`config.mk`:
```
export PLATFORM = sky130hd
export DESIGN_NAME = mc_ctrl_fsm
export DESIGN_NICKNAME = d
export VERILOG_FILES = /design/src/rtl/mc_ctrl_pkg.sv /design/src/rtl/mc_ctrl_decode.sv /design/src/rtl/mc_ctrl_fsm.sv
export SDC_FILE = /design/constraint.sdc
export NUM_CORES = 1
export LEC_CHECK = 0
export CORE_UTILIZATION = 46
export CTS_BUF_LIST = sky130_fd_sc_hd__clkbuf_2
export CTS_CLUSTER_DIAMETER = 40
export CTS_CLUSTER_SIZE = 8
export DETAILED_ROUTE_END_ITERATION = 8
export PLACE_DENSITY = 0.81
export SYNTH_ARGS = -nofsm -noshare
export SYNTH_HDL_FRONTEND = slang
export SYNTH_SLANG_ARGS = --single-unit
```
`constraint.sdc`:
```
create_clock -name clk -period 3.4 [get_ports clk]
set_input_delay 1.02 -clock clk [delete_from_list [all_inputs] [get_ports clk]]
set_output_delay 1.02 -clock clk [all_outputs]
set_load 0.005 [all_outputs]
```
`src/rtl/mc_ctrl_pkg.sv`:
```
// Shared definitions for the multicycle MIPS main controller: state codes,
// opcodes, mux encodings and the packed control vector.
package mc_ctrl_pkg;

  typedef enum logic [3:0] {
    S_FETCH   = 4'd0,
    S_DECODE  = 4'd1,
    S_MEMADR  = 4'd2,
    S_MEMRD   = 4'd3,
    S_MEMWB   = 4'd4,
    S_MEMWR   = 4'd5,
    S_EXEC    = 4'd6,
    S_ALUWB   = 4'd7,
    S_BEQ     = 4'd8,
    S_JUMP    = 4'd9,
    S_ADDI_EX = 4'd10,
    S_ADDI_WB = 4'd11,
    S_BNE     = 4'd12,
    S_JAL     = 4'd13,
    S_RSVD14  = 4'd14,
    S_RSVD15  = 4'd15
  } state_t;

  localparam logic [5:0] OP_RTYPE = 6'b000000;
  localparam logic [5:0] OP_LW    = 6'b100011;
  localparam logic [5:0] OP_SW    = 6'b101011;
  localparam logic [5:0] OP_BEQ   = 6'b000100;
  localparam logic [5:0] OP_BNE   = 6'b000101;
  localparam logic [5:0] OP_J     = 6'b000010;
  localparam logic [5:0] OP_JAL   = 6'b000011;
  localparam logic [5:0] OP_ADDI  = 6'b001000;

  localparam logic [1:0] M2R_ALUOUT = 2'b00;
  localparam logic [1:0] M2R_MDR    = 2'b01;
  localparam logic [1:0] M2R_PC     = 2'b10;

  localparam logic [1:0] RDST_RT = 2'b00;
  localparam logic [1:0] RDST_RD = 2'b01;
  localparam logic [1:0] RDST_RA = 2'b10;

  localparam logic [1:0] SRCB_B     = 2'b00;
  localparam logic [1:0] SRCB_FOUR  = 2'b01;
  localparam logic [1:0] SRCB_IMM   = 2'b10;
  localparam logic [1:0] SRCB_IMMSH = 2'b11;

  localparam logic [1:0] ALUOP_ADD   = 2'b00;
  localparam logic [1:0] ALUOP_SUB   = 2'b01;
  localparam logic [1:0] ALUOP_FUNCT = 2'b10;

  localparam logic [1:0] PCSRC_ALU    = 2'b00;
  localparam logic [1:0] PCSRC_ALUOUT = 2'b01;
  localparam logic [1:0] PCSRC_JUMP   = 2'b10;

  typedef struct packed {
    logic       pc_write;
    logic       pc_write_cond;
    logic       branch_ne;
    logic       iord;
    logic       mem_read;
    logic       mem_write;
    logic       ir_write;
    logic [1:0] mem_to_reg;
    logic [1:0] reg_dst;
    logic       reg_write;
    logic       alu_src_a;
    logic [1:0] alu_src_b;
    logic [1:0] alu_op;
    logic [1:0] pc_source;
    logic       instr_done;
  } ctrl_t;

  localparam int CTRL_W = $bits(ctrl_t);

endpackage

```
`src/rtl/mc_ctrl_decode.sv`:
```
// Pure Moore decode: current state -> ungated control vector.
module mc_ctrl_decode
  import mc_ctrl_pkg::*;
(
  input  logic [3:0]        state,
  output logic [CTRL_W-1:0] ctrl
);

  ctrl_t c;

  always_comb begin
    c = '0;
    case (state_t'(state))
      S_FETCH: begin
        c.mem_read  = 1'b1;
        c.ir_write  = 1'b1;
        c.alu_src_b = SRCB_FOUR;
        c.pc_write  = 1'b1;
      end
      S_DECODE: c.alu_src_b = SRCB_IMMSH;
      S_MEMADR, S_ADDI_EX: begin
        c.alu_src_a = 1'b1;
        c.alu_src_b = SRCB_IMM;
      end
      S_MEMRD: begin
        c.mem_read = 1'b1;
        c.iord     = 1'b1;
      end
      S_MEMWB: begin
        c.reg_write  = 1'b1;
        c.mem_to_reg = M2R_MDR;
        c.instr_done = 1'b1;
      end
      S_MEMWR: begin
        c.mem_write  = 1'b1;
        c.iord       = 1'b1;
        c.instr_done = 1'b1;
      end
      S_EXEC: begin
        c.alu_src_a = 1'b1;
        c.alu_op    = ALUOP_FUNCT;
      end
      S_ALUWB: begin
        c.reg_write  = 1'b1;
        c.reg_dst    = RDST_RD;
        c.instr_done = 1'b1;
      end
      S_BEQ, S_BNE: begin
        c.alu_src_a     = 1'b1;
        c.alu_op        = ALUOP_SUB;
        c.pc_write_cond = 1'b1;
        c.pc_source     = PCSRC_ALUOUT;
        c.branch_ne     = (state_t'(state) == S_BNE);
        c.instr_done    = 1'b1;
      end
      S_JUMP: begin
        c.pc_write   = 1'b1;
        c.pc_source  = PCSRC_JUMP;
        c.instr_done = 1'b1;
      end
      S_ADDI_WB: begin
        c.reg_write  = 1'b1;
        c.instr_done = 1'b1;
      end
      S_JAL: begin
        c.pc_write   = 1'b1;
        c.pc_source  = PCSRC_JUMP;
        c.reg_write  = 1'b1;
        c.reg_dst    = RDST_RA;
        c.mem_to_reg = M2R_PC;
        c.instr_done = 1'b1;
      end
      default: c = '0;
    endcase
  end

  assign ctrl = c;

endmodule

```
`src/rtl/mc_ctrl_fsm.sv`:
```
// Multicycle MIPS main controller: state register, next-state logic,
// memory wait-state gating, sticky illegal-opcode flag and retire counter.
module mc_ctrl_fsm
  import mc_ctrl_pkg::*;
#(
  parameter int MEM_HANDSHAKE = 1,
  parameter int EXT_ISA       = 1,
  parameter int CNT_W         = 16
) (
  input  logic             clk,
  input  logic             rst,
  input  logic [5:0]       op,
  input  logic             mem_ready,
  output logic             PCWrite,
  output logic             PCWriteCond,
  output logic             BranchNE,
  output logic             IorD,
  output logic             MemRead,
  output logic             MemWrite,
  output logic             IRWrite,
  output logic [1:0]       MemToReg,
  output logic [1:0]       RegDst,
  output logic             RegWrite,
  output logic             ALUSrcA,
  output logic [1:0]       ALUSrcB,
  output logic [1:0]       ALUOp,
  output logic [1:0]       PCSource,
  output logic [3:0]       state,
  output logic             instr_done,
  output logic             err_illegal,
  output logic [CNT_W-1:0] instr_cnt
);

  localparam bit EXT_OK = (EXT_ISA != 0);

  state_t            state_q, state_d;
  logic              set_err;
  logic              ready;
  logic [CTRL_W-1:0] dec_vec;
  ctrl_t             dec, g;

  assign ready = (MEM_HANDSHAKE == 0) || mem_ready;

  mc_ctrl_decode u_decode (
    .state (state_q),
    .ctrl  (dec_vec)
  );

  assign dec = ctrl_t'(dec_vec);

  always_comb begin
    state_d = state_q;
    set_err = 1'b0;
    case (state_q)
      S_FETCH:  if (ready) state_d = S_DECODE;
      S_DECODE: begin
        case (op)
          OP_LW, OP_SW: state_d = S_MEMADR;
          OP_RTYPE:     state_d = S_EXEC;
          OP_BEQ:       state_d = S_BEQ;
          OP_J:         state_d = S_JUMP;
          OP_ADDI:      state_d = EXT_OK ? S_ADDI_EX : S_FETCH;
          OP_BNE:       state_d = EXT_OK ? S_BNE : S_FETCH;
          OP_JAL:       state_d = EXT_OK ? S_JAL : S_FETCH;
          default:      state_d = S_FETCH;
        endcase
        // Anything that falls back to FETCH from DECODE was not decoded.
        set_err = (state_d == S_FETCH);
      end
      S_MEMADR:  state_d = (op == OP_SW) ? S_MEMWR : S_MEMRD;
      S_MEMRD:   if (ready) state_d = S_MEMWB;
      S_MEMWR:   if (ready) state_d = S_FETCH;
      S_EXEC:    state_d = S_ALUWB;
      S_ADDI_EX: state_d = S_ADDI_WB;
      S_MEMWB, S_ALUWB, S_ADDI_WB, S_BEQ, S_BNE, S_JUMP, S_JAL:
                 state_d = S_FETCH;
      default: begin
        state_d = S_FETCH;
        set_err = 1'b1;
      end
    endcase
  end

  // Strobes that complete a memory transfer only fire on the ready cycle;
  // MemRead stays up for the whole wait so the memory sees a stable request.
  always_comb begin
    g = dec;
    if (state_q == S_FETCH) begin
      g.pc_write = dec.pc_write & ready;
      g.ir_write = dec.ir_write & ready;
    end
    if (state_q == S_MEMWR) begin
      g.mem_write  = dec.mem_write & ready;
      g.instr_done = dec.instr_done & ready;
    end
    if (rst) g = '0;
  end

  always_ff @(posedge clk or posedge rst) begin
    if (rst) begin
      state_q     <= S_FETCH;
      err_illegal <= 1'b0;
      instr_cnt   <= '0;
    end else begin
      state_q <= state_d;
      if (set_err) err_illegal <= 1'b1;
      if (g.instr_done) instr_cnt <= instr_cnt + CNT_W'(1);
    end
  end

  assign state       = state_q;
  assign PCWrite     = g.pc_write;
  assign PCWriteCond = g.pc_write_cond;
  assign BranchNE    = g.branch_ne;
  assign IorD        = g.iord;
  assign MemRead     = g.mem_read;
  assign MemWrite    = g.mem_write;
  assign IRWrite     = g.ir_write;
  assign MemToReg    = g.mem_to_reg;
  assign RegDst      = g.reg_dst;
  assign RegWrite    = g.reg_write;
  assign ALUSrcA     = g.alu_src_a;
  assign ALUSrcB     = g.alu_src_b;
  assign ALUOp       = g.alu_op;
  assign PCSource    = g.pc_source;
  assign instr_done  = g.instr_done;

endmodule

```
## Word-level counts from Yosys, hierarchy flattened

Cells that the tools add are included.

| word-level totals | value |
|---|---|
| input port bits | 9 |
| logic and storage cells | 73 |
| bits in registers | 21 |
| output and inout port bits | 41 |

| operators by class | value |
|---|---|
| reduce and logical (&&, ||, !) cells | 15 |
| $add $sub $neg | 1 |
| bitwise operators | 4 |
| eq/ne operators | 23 |
| multiplexer cells | 27 |

Operator list:

| kind | count |
|---|---|
| 4-bit one-hot mux with 7 select lines | 2 |
| 4-bit equality test, second input constant | 6 |
| 20-bit 2-to-1 mux | 1 |
| 16-bit by 1-bit adder with 16-bit output, second input constant | 1 |
| 4-bit by 3-bit equality test with 1-bit output, second input constant | 4 |
| 4-bit 2-to-1 mux | 4 |
| 2-bit one-hot mux with 2 select lines | 4 |
| 13-bit OR reduction | 1 |
| 6-bit by 2-bit equality test with 1-bit output, second input constant | 2 |
| 6-bit by 3-bit equality test with 1-bit output, second input constant | 2 |
| 6-bit equality test, second input constant | 2 |
| 1-bit 2-to-1 mux | 12 |
| 2-bit OR reduction | 6 |
| 4-bit by 2-bit equality test with 1-bit output, second input constant | 2 |
| 4-bit logical NOT | 2 |
| 8-bit OR reduction | 1 |
| 6-bit by 4-bit equality test with 1-bit output, second input constant | 1 |
| 6-bit logical NOT | 1 |
| 2-bit inequality test, second input constant | 3 |
| 2-bit one-hot mux with 3 select lines | 1 |
| 5-bit OR reduction | 1 |
| 1-bit AND | 4 |
| 4-bit by 1-bit equality test with 1-bit output, second input constant | 1 |
| 4-bit OR reduction | 1 |
| 5 further kinds | 5 |

## Longest topological paths before layout

| depth | value |
|---|---|
| depth in word-level cells | 6 |
| depth in mapped cells | 7 |
| gate-level depth less buffers | 5 |

## Cells and area by module

From an unflattened synthesis, not the netlist that was laid out.

| unflattened totals | value |
|---|---|
| cell total of the unflattened synthesis | 182 |
| area, all modules | 1,610.3 um^2 |

By module, submodules not included:

| module | cells each | times used | sequential area each (um^2) | area an instance (um^2) |
|---|---|---|---|---|
| mc_ctrl_fsm | 142 | 1 | 525.5 | 1,330.0 |
| mc_ctrl_decode | 40 | 1 | 0.0 | 280.3 |

## Worst setup path after synthesis

Ideal clock, no wire load.

| timing path | value |
|---|---|
| kind | input to output |
| from | in rst |
| to | out PCWrite |
| stages | 5 |
| slack | -0.036 ns |
| arrival | 2.416 ns |
| buffers on the path | 1 |
| data required time | 2.380 ns |
| path through | buf_2 inv_1 nand2_1 nor4_1 or2_2 |

| on the way | value |
|---|---|
| cells in the longest elaborated chain, start to end | 1 |

RTL lines:

| item | RTL line | source |
|---|---|---|
| from (decl) | mc_ctrl_fsm.sv:11 | `input logic rst,` |
| 20-bit 2-to-1 mux | mc_ctrl_fsm.sv:96 | `if (rst) g = '0;` |
| to (decl) | mc_ctrl_fsm.sv:14 | `output logic PCWrite,` |

No other way between the ends.

## Worst setup path in the final report

| timing path | value |
|---|---|
| from | in rst |
| to | out instr_done |

| on the way | value |
|---|---|
| cells in the longest elaborated chain, start to end | 1 |

RTL lines:

| item | RTL line | source |
|---|---|---|
| 20-bit 2-to-1 mux | mc_ctrl_fsm.sv:96 |  |
| to (decl) | mc_ctrl_fsm.sv:29 | `output logic instr_done,` |

No other way between the ends.

==> results.json <==
{
  "max_cap_violations": 0,
  "fin_crit_ns": 3.37,
  "fin_area_um2": 1980,
  "max-vdd-ir-drop_uv": 476,
  "power.leakage_uw": 0.000870,
  "first_iter_violations": 39,
  "slew_violations": 0,
  "initial_core_util_pct": 49.2,
  "worst_slew_pin_slew_ns": 0.626,
  "slowest_delay_ns": 0.49,
  "r2r_setup_slack_ns": 1.41,
  "worst_ep_required_time_ns": 2.38,
  "rsz0062_at_grt": "true",
  "drt_first_pass_iters": 4,
  "p_int_uw": 529,
  "gp_congestion": 0.851,
  "end_kind": "primary output",
  "ys.flop_type": "dfrtp_1",
  "crit_path_top_delay_cell": "clkdlybuf4s50_1",
  "fin_skew_ns": 0.00333,
  "grt_usage_pct": 21.4,
  "die_area_um2": 3200,
  "p_seq_share_pct": 42.4,
  "finalHoldViolations": 0,
  "arrival_ns": 2.35,
  "switchingPower_uw": 350,
  "hold_path_startpoint": "instr_cnt[15]",
  "min_path_cells": 1,
  "fp-row-count": 19,
  "start_kind": "input port",
  "swShare_pct": 39.8,
  "antenna_found_initial": 0,
  "p_clk_share_pct": 11.9,
  "cp_max_fo": 7,
  "grt_pass1_wl_um": 5550,
  "synth_edf_count": 0,
  "syn_nets": 171,
  "yosysSeqAreaShare_pct": 38.4,
  "ys_async_sr_fraction_pct": 100,
  "layout-drive-gt1-share_pct": 12.6,
  "antenna_left": 0,
  "grt_pass1_vias": 1225,
  "worstPathCellList": "dlygate4sd2_1 -> buf_4 -> nor3_4 -> and2_4 -> clkdlybuf4s50_1",
  "cts.sinks": 21,
  "cts_buffer_depth": 2,
  "post-route-drc-count": 0,
  "r2r_start": "state[3]",
  "wl_per_cell_um": 13.8,
  "dr_total_vias": 1373,
  "vias_per_cell": 5.58,
  "worstRegToRegCells": 6,
  "die_w_um": 56.5,
  "avgSynthCellArea_um2": 8.49,
  "hold_end": "instr_cnt[15]",
  "cts_setup_buffers": 0,
  "yosys_warnings": 0,
  "post-route-period-util_pct": 99.1,
  "hp-class": "flip-flop to flip-flop",
  "die_h_um": 56.5,
  "port_buffers": 49,
  "netlist_area_um2": 1370,
  "netlist_instances": 161,
  "io_pins": 50,
  "syn2layout_area_growth_pct": 44.6,
  "routed_wl_um": 3400,
  "holdWs_ns": 0.484,
  "rr_endpoint": "instr_cnt[8]",
  "synth_seq_cells": 21,
  "outcome": "completed",
  "grt_overflow": 0,
  "grt_max_degree": 23,
  "h-tree-depth": 1,
  "hpwl_um": 2590,
  "placedInstanceArea_um2": 1920,
  "cts_tree": "done",
  "setup_viol_count_final": 0,
  "hold_buffers": 0,
  "diodes": 0,
  "p_per_area_nw_per_um2": 445,
  "path_class": "input port to primary output",
  "final_nets": 226,
  "final_util_pct": 71.1,
  "clk_pin_slew_ns": 0.20,
  "setup_ws_ns": 0.0308,
  "finalNonFillerCells": 246,
  "relSlewSlack_pct": 58.2,
  "combPwrFrac_pct": 45.7,
  "placed_cells": 242,
  "cts-root-buf": "clkbuf_2",
  "core_area_um2": 2780,
  "worstSkewPairLatency_ns": 0.32,
  "ys_types": 39,
  "preCtsSetupSlack_ns": -0.299,
  "cts_buffers": 3,
  "max_freq_mhz": 297
}
Yosys cell counts, types with 3 or more instances:
master | count | area (um2)
and3_1 | 4 | 25.0
nand2b_1 | 8 | 50.1
clkbuf_1 | 3 | 11.3
nand2_1 | 15 | 56.3
nor4_1 | 6 | 37.5
inv_1 | 3 | 11.3
nor3_1 | 10 | 50.1
nand3_1 | 7 | 35.0
xnor2_1 | 9 | 78.8
dfrtp_1 | 21 | 526
a21oi_1 | 8 | 40.0
o21ai_0 | 8 | 40.0
nor2_1 | 20 | 75.1
buf_2 | 3 | 15.0
xor2_1 | 8 | 70.1
per-stage QoR:
stage	TNS [ns]	power, uW
after floorplan	0	567
after global placement	-1.68	751
after detailed placement	-2.02	763
after CTS	0	872
after global routing	-0.0384	936
final	0	880
state kept, by name, summed over array words and instances, names as in the netlist:
register,flops
err_illegal,1
instr_cnt,16
state,4
what timing repair did:
action / CTS / global route
pin swaps: 3 / 0
endpoints found under the setup margin: 17 / 9
gates resized for setup: 4 / 9
endpoints found under the hold margin: 0 / 0
how the worst max path moves through the flow:
stage	cells past startpoint	end	startpoint
3_5_place_dp	6	PCWrite	rst
2_1_floorplan	5	PCWrite	rst
5_1_grt	5	instr_done	rst
6_report	5	instr_done	rst
4_1_cts	5	instr_done	rst
3_3_place_gp	6	PCWrite	rst
placed cells by master (no fill, tap or decap), drive strengths merged, types with 2 or more instances in the layout:
cell,count
clkbuf,3
nand2,15
and3,5
dfrtp,21
clkdlybuf4s50,43
dlymetal6s2s,4
clkinv,2
dlygate4sd2,2
nor3,13
a21oi,8
nand4,3
o311ai,2
nand2b,8
xor2,8
nor2,20
nor4,6
inv,2
nand3,7
o21ai,8
and2b,2
xnor2,9
buf,9
power by group through the flow:
stage	clock network, uW	registers [uW]	logic, uW
4_1_cts	108	368	396
6_report	105	373	402
2_1_floorplan	0	328	240
5_1_grt	113	387	436
3_5_place_dp	0	372	391
3_3_place_gp	0	369	382
worst max-delay path, delay by kind of cell:
kind	cells	cell delay, ns
and+or+nand+nor	2	0.40
buffers and inverters	3	0.93
kinds of logic after synthesis:
family,synth area share (%)
flops,38.4
buf+inv,4.39
mux,0.823
fa+ha+maj,0.915
compound gates,9.88
simple gates,34.7
xor+xnor,10.9
area by class of cell:
cell class	instances	area, um2
multi-input cells	128	807
clock inverters	1	5.00
well taps	31	38.8
clock buffers	3	15.0
inverters	4	18.8
fillers	231	803
repair buffers	58	566
flip-flops and latches	21	528
per-layer routing:
layer | global-route usage, % | wire, um | vias to the layer above
met4 | 2.79 | 0 | 0
met1 | 27.5 | 1530 | 674
met2 | 37.8 | 1770 | 28
met5 | 0 | 0 | -
li1 | - | - | 671
met3 | 4.61 | 98 | 0
(Power assumes the default switching activity.)
